## src/rtl/vga_pkg.sv

```systemverilog
// Shared VGA screen geometry, pixel bundle and clip helper.
// Used by the pixel sink and the drawing datapaths.
package vga_pkg;

  localparam int SCREEN_W   = 160;
  localparam int SCREEN_H   = 120;
  localparam int X_W        = 8;
  localparam int Y_W        = 7;
  localparam int COLOUR_W   = 9;
  localparam int COORD_W    = X_W + Y_W;
  localparam int PIXEL_W    = COORD_W + COLOUR_W;
  localparam int GRID_PITCH = 20;

  typedef struct packed {
    logic [X_W-1:0]      x;
    logic [Y_W-1:0]      y;
    logic [COLOUR_W-1:0] colour;
  } pixel_t;

  function automatic logic on_screen(
    input pixel_t p,
    input int     w,
    input int     h
  );
    return (int'(p.x) < w) && (int'(p.y) < h);
  endfunction

endpackage

```

## src/rtl/pixel_write_sink_if.sv

```systemverilog
// Valid/ready pixel beat from the drawing datapaths.
// master = datapath side, slave = pixel_write_sink.
interface pixel_write_sink_if;
  import vga_pkg::*;

  logic               in_valid;
  logic               in_ready;
  logic [COORD_W-1:0] in_coordinates;
  logic [COLOUR_W-1:0] in_colour;

  modport master (
    output in_valid,
    output in_coordinates,
    output in_colour,
    input  in_ready
  );

  modport slave (
    input  in_valid,
    input  in_coordinates,
    input  in_colour,
    output in_ready
  );

endinterface

```

## src/rtl/pixel_write_sink_fifo.sv

```systemverilog
// Synchronous FIFO with occupancy counter, no bypass.
// Pointers wrap naturally since DEPTH is a power of two.
module sync_fifo #(
  parameter int WIDTH = 24,
  parameter int DEPTH = 8
) (
  input  logic                     clk,
  input  logic                     reset,
  input  logic                     push,
  input  logic                     pop,
  input  logic [WIDTH-1:0]         wdata,
  output logic [WIDTH-1:0]         rdata,
  output logic                     full,
  output logic                     empty,
  output logic [$clog2(DEPTH):0]   count
);

  localparam int AW = $clog2(DEPTH);
  localparam logic [AW:0] FULL_CNT = (AW+1)'(DEPTH);

  if (DEPTH < 2 || (DEPTH & (DEPTH - 1)) != 0) begin : g_bad_depth
    $error("sync_fifo: DEPTH must be a power of two >= 2");
  end

  logic [WIDTH-1:0] mem [DEPTH];
  logic [AW-1:0]    wr_ptr;
  logic [AW-1:0]    rd_ptr;
  logic             do_push;
  logic             do_pop;

  assign full    = (count == FULL_CNT);
  assign empty   = (count == '0);
  assign do_push = push && !full;
  assign do_pop  = pop && !empty;
  assign rdata   = mem[rd_ptr];

  // Storage array; contents are don't-care after reset.
  always_ff @(posedge clk) begin
    if (do_push) mem[wr_ptr] <= wdata;
  end

  // Pointer and occupancy bookkeeping.
  always_ff @(posedge clk) begin
    if (reset) begin
      wr_ptr <= '0;
      rd_ptr <= '0;
      count  <= '0;
    end else begin
      if (do_push) wr_ptr <= wr_ptr + 1'b1;
      if (do_pop)  rd_ptr <= rd_ptr + 1'b1;
      unique case ({do_push, do_pop})
        2'b10:   count <= count + 1'b1;
        2'b01:   count <= count - 1'b1;
        default: count <= count;
      endcase
    end
  end

endmodule

```

## src/rtl/pixel_write_sink.sv

```systemverilog
// Buffers pixel beats and drives the VGA adapter write port.
// Define PIXEL_WRITE_SINK_CLIP_EN to drop off-screen pixels.
module pixel_write_sink
  import vga_pkg::*;
#(
  parameter int DEPTH    = 8,
  parameter int SCREEN_W = vga_pkg::SCREEN_W,
  parameter int SCREEN_H = vga_pkg::SCREEN_H
) (
  input  logic                clk,
  input  logic                reset,
  pixel_write_sink_if.slave   up,
  input  logic                sink_stall,
  output logic                plot,
  output logic [X_W-1:0]      x,
  output logic [Y_W-1:0]      y,
  output logic [COLOUR_W-1:0] colour,
  output logic                fifo_empty,
  output logic [15:0]         pixel_count,
  output logic [7:0]          dropped_count
);

  localparam int AW = $clog2(DEPTH);

`ifdef PIXEL_WRITE_SINK_CLIP_EN
  localparam bit CLIP_EN = 1'b1;
`else
  localparam bit CLIP_EN = 1'b0;
`endif

  pixel_t        wr_pix;
  pixel_t        rd_pix;
  logic          full;
  logic          empty;
  logic          push;
  logic          pop;
  logic [AW:0]   occ;
  logic          clip;
  logic          hit;
  logic          drop;

  // Ready never looks at pop, so a full FIFO stalls even while draining.
  assign up.in_ready = !full && !reset;
  assign wr_pix      = {up.in_coordinates, up.in_colour};
  assign push        = up.in_valid && up.in_ready;
  assign pop         = !empty && !sink_stall;
  assign fifo_empty  = (occ == '0);

  assign clip = CLIP_EN && !on_screen(rd_pix, SCREEN_W, SCREEN_H);
  assign hit  = pop && !clip;
  assign drop = pop && clip;

  sync_fifo #(
    .WIDTH (PIXEL_W),
    .DEPTH (DEPTH)
  ) u_fifo (
    .clk   (clk),
    .reset (reset),
    .push  (push),
    .pop   (pop),
    .wdata (wr_pix),
    .rdata (rd_pix),
    .full  (full),
    .empty (empty),
    .count (occ)
  );

  // Output register: load on a visible pop, otherwise hold and drop plot.
  always_ff @(posedge clk) begin
    if (reset) begin
      plot   <= 1'b0;
      x      <= '0;
      y      <= '0;
      colour <= '0;
    end else begin
      plot <= hit;
      if (hit) begin
        x      <= rd_pix.x;
        y      <= rd_pix.y;
        colour <= rd_pix.colour;
      end
    end
  end

  // Saturating written / clipped pixel counters.
  always_ff @(posedge clk) begin
    if (reset) begin
      pixel_count   <= '0;
      dropped_count <= '0;
    end else begin
      if (hit && pixel_count != 16'hFFFF)
        pixel_count <= pixel_count + 1'b1;
      if (drop && dropped_count != 8'hFF)
        dropped_count <= dropped_count + 1'b1;
    end
  end

endmodule
```

## src/flat_wrapper.sv

```systemverilog
// flat-port wrapper written by rule: the top's interface ports become plain ports
module pixel_write_sink_flat import vga_pkg::*;
#(
  parameter int DEPTH    = 8,
  parameter int SCREEN_W = vga_pkg::SCREEN_W,
  parameter int SCREEN_H = vga_pkg::SCREEN_H
)
  (clk, reset, sink_stall, plot, x, y, colour, fifo_empty, pixel_count, dropped_count, up_in_valid, up_in_coordinates, up_in_colour, up_in_ready);
  pixel_write_sink_if up_i ();
  input  logic clk;
  input  logic reset;
  input  logic sink_stall;
  output logic plot;
  output logic [X_W-1:0] x;
  output logic [Y_W-1:0] y;
  output logic [COLOUR_W-1:0] colour;
  output logic fifo_empty;
  output logic [15:0] pixel_count;
  output logic [7:0] dropped_count;
  input wire logic [$bits(up_i.in_valid)-1:0] up_in_valid;
  input wire logic [$bits(up_i.in_coordinates)-1:0] up_in_coordinates;
  input wire logic [$bits(up_i.in_colour)-1:0] up_in_colour;
  output wire logic [$bits(up_i.in_ready)-1:0] up_in_ready;
  assign up_i.in_valid = up_in_valid;
  assign up_i.in_coordinates = up_in_coordinates;
  assign up_i.in_colour = up_in_colour;
  assign up_in_ready = up_i.in_ready;
  pixel_write_sink #(.DEPTH(DEPTH), .SCREEN_W(SCREEN_W), .SCREEN_H(SCREEN_H)) u_core (.clk(clk), .reset(reset), .up(up_i), .sink_stall(sink_stall), .plot(plot), .x(x), .y(y), .colour(colour), .fifo_empty(fifo_empty), .pixel_count(pixel_count), .dropped_count(dropped_count));
endmodule
```

## config.mk

```make
export PLATFORM = sky130hd
export DESIGN_NAME = pixel_write_sink_flat
export DESIGN_NICKNAME = d
export VERILOG_FILES = /design/src/rtl/vga_pkg.sv /design/src/rtl/pixel_write_sink_if.sv /design/src/rtl/pixel_write_sink_fifo.sv /design/src/rtl/pixel_write_sink.sv /design/src/flat_wrapper.sv
export SDC_FILE = /design/constraint.sdc
export NUM_CORES = 1
export LEC_CHECK = 0
export CORE_MARGIN = 5
export CORE_UTILIZATION = 58
export DETAILED_ROUTE_END_ITERATION = 12
export HOLD_SLACK_MARGIN = 0.02
export PLACE_DENSITY = 0.91
export SYNTH_ARGS = -nofsm -noshare
export SYNTH_HDL_FRONTEND = slang
export SYNTH_SLANG_ARGS = --single-unit
export TNS_END_PERCENT = 10
```

## constraint.sdc

```tcl
create_clock -name clk -period 3.7 [get_ports clk]
set_clock_uncertainty 0.05 [all_clocks]
set_input_delay 0.37 -clock clk [delete_from_list [all_inputs] [get_ports clk]]
set_output_delay 0.37 -clock clk [all_outputs]
set_load 0.03 [all_outputs]
```

==> run summary <==
endpoint type of the worst setup path: register
multi-input logic area: 0.002557 mm²
R2R Setup Slk: 0.76 ns
Die Height: 138.6 µm
Layout area overhead: 17.70%
WHS: 0.1620 ns
TritonCTS sink count: 243
Final setup viols: 0
IO buf count: 70
Routed Antenna Nets: 0
Max Freq: 340.4 MHz
Startpoint Class: register
WS Path Type: register to register
Post-CTS Hold Fix Bufs: 0
synth unique cells: 51
Post-synth top cells: edfxtp_1 (192), dfxtp_1 (51), mux4_2 (48)
Ant. Diodes: 0
share of cells above drive strength 1: 20.09%
num ports: 79
commonest register cell after synthesis: edfxtp_1
Fin. Hold Viols: 0
largest net degree at the start of global routing: 57
Pwr Density: 685.4 mW/mm²
vias in the first global route: 5452
Avg Cell Area, Syn: 17.70 µm²
FF+latch area: 0.006793 mm²
# DRC: 0
max-cap viol count: 0
Core Footprint: 0.01641 mm²
synthesized area: 0.009592 mm²
Num CTS Buffers: 24
sequential fraction of the synthesis area: 70.75%
count leader, synth: edfxtp_1
Arr. time, crit path: 3.32 ns
reg2reg path depth: 8
Area contributors post-synth: edfxtp_1 (60%), mux4_2 (11%), dfxtp_1 (11%)
drt wl/cell: 22.57 µm
routability cong.: 0.8799
vias: 5184
post-synth top area cell: edfxtp_1
fin. max-slew vios: 0
Worst Hold Endpoint: u_core.u_fifo.wr_ptr[1]$_SDFFE_PP0P_
Rows: 47
outcome: complete, no violations
initial antenna violation count: 0
Reg2Reg Capture Point: u_core.u_fifo.count[3]$_SDFFE_PP0P_
total wire length: 19350 µm
TritonCTS clock tree: done
clk buf depth: 3
GR Util All Layers: 20.24%
YS warnings: 0
asr flop ratio synth: 0%
max_slew headroom: 32.45%
starting density of the core: 58.46%
worst-margin pin slew: 1.013 ns
Worst-path clk slew: 0.06 ns
layout net count: 654
initial detailed-routing violation count: 358
Yosys reg bits: 243
Worst EP required: 4.08 ns
RR Startpoint: u_core.u_fifo.count[2]$_SDFFE_PP0P_
Worst Path Max Fanout: 27
H-tree levels: 1
final worst-path cycle share: 79.40%
RSZ-0062 raised after global routing: false
first-pass GRT wire length: 30710 µm
hpwl dp: 10910 µm
Fin Setup TNS: 0 ns
CP startpoint: u_core.u_fifo.count[2]$_SDFFE_PP0P_
Post-CTS Setup Repair Bufs: 0
cell count after synthesis: 542
DR vias/cell: 6.049
CTS resizes: 0
iteration count of the initial detailed-routing pass: 6
top cell type's share of synthesized area: 60.11%
die area: 0.01921 mm²
clk root buf: clkbuf_16
worst skew pair latency: 0.51 ns
Final min period: 2.938 ns
width of the die: 138.6 µm
hold path depth: 4
Leak Pwr: 3.553 nW
Hold/Removal Path Class: input port to register
fill cell count: 989
maximum vdd ir drop: 455.0 µV
grt total ovfl: 0
HP Start: reset
Post-synth EDFFs: 192
[logic make-up (layout without fill, tap and decap cells)]
family                   count (synthesis)  after routing  share of synthesized area (%)
buffers and inverters                   45            133                          3.118
XOR/XNOR                                 5              5                         0.4566
adder cells (fa/ha/maj)                  6              6                         0.7827
flip-flops                             243            243                          70.75
multiplexers                            77             77                          14.51
other                                    1              8                        0.03910
AND/OR/NAND/NOR                        103            103                          5.909
AO/OA/AOI/OAI                           62             62                          4.435
[worst max path at each step]
stage / endpoint / slack [ns]
2_1_floorplan: u_core.u_fifo.mem[0][0]$_DFFE_PP_ / 0.46
3_3_place_gp: u_core.u_fifo.count[2]$_SDFFE_PP0P_ / 0.77
3_5_place_dp: u_core.u_fifo.count[2]$_SDFFE_PP0P_ / 0.60
4_1_cts: u_core.u_fifo.count[3]$_SDFFE_PP0P_ / 0.77
5_1_grt: u_core.u_fifo.count[2]$_SDFFE_PP0P_ / 0.58
6_report: u_core.u_fifo.count[3]$_SDFFE_PP0P_ / 0.76
[power breakdown]
part	internal [mW]	switching [mW]	leakage, nW
logic	0.800	0.929	0.986
registers	3.16	0.272	2.15
clock network	1.60	0.982	0.416
total	5.55	2.18	3.55
[metrics by stage]
step	util, %	worst slack (ns)	area, µm²	std cells	total power, mW
after global routing	68.81	0.5829	11290	857	8.064
final	68.81	0.7621	11290	857	7.737
after CTS	68.81	0.7733	11290	857	7.796
after global placement	63.66	0.7676	10450	814	5.125
after detailed placement	63.66	0.5964	10450	814	5.201
after floorplan	-	0.4556	9618	549	4.723
[state kept, by name (all words and copies together) (netlist names)]
name	flops
u_core.u_fifo.wr_ptr	3
u_core.y	7
u_core.u_fifo.count	4
u_core.x	8
u_core.colour	9
u_core.u_fifo.rd_ptr	3
u_core.pixel_count	16
u_core.plot	1
u_core.u_fifo.mem	192
[placed cells by master, fill, tap and decap left out, drive strengths merged, types with 2 or more instances in the layout]
cell type	netlist	final
edfxtp	192	192
clkdlybuf4s50	0	69
dfxtp	51	51
mux4	48	48
nor2	40	40
clkbuf	9	29
mux2i	25	25
a211oi	25	25
a21oi	18	18
nand2	17	17
buf	29	14
or4	9	9
clkinv	0	9
o31ai	8	8
conb	1	8
inv	7	7
ha	6	6
o21ai	6	6
nand4	5	5
nor2b	5	5
bufinv	0	5
nand2b	4	4
nor4	4	4
mux2	4	4
and3	4	4
xor2	3	3
nor3	3	3
or3	3	3
xnor2	2	2
nand3	2	2
nand3b	2	2
[metal layers]
metal	up-vias	routed length, µm	GRT usage, %
li1	2296	-	-
met1	2610	7385	25.88
met2	241	10230	36.28
met3	37	1378	3.690
met4	0	348	4.784
met5	-	0	0
[area by class of cell]
type	count	area share, %
sequential	243	60.17
multi-input combinational	261	22.65
timing repair buffer	83	7.026
clock buffer	29	5.763
tap	220	2.438
clock inverter	14	1.718
inverter	7	0.2327
[worst max-delay path, stage by stage (launching register included)]
cell	delay [ns]
dfxtp_1	0.36
or4_4	0.59
nand2_4	0.24
inv_2	0.07
buf_4	0.23
ha_1	0.39
or4b_1	0.57
a31o_2	0.22
a21oi_1	0.14
Note: power is estimated with default switching activity, not from simulation.
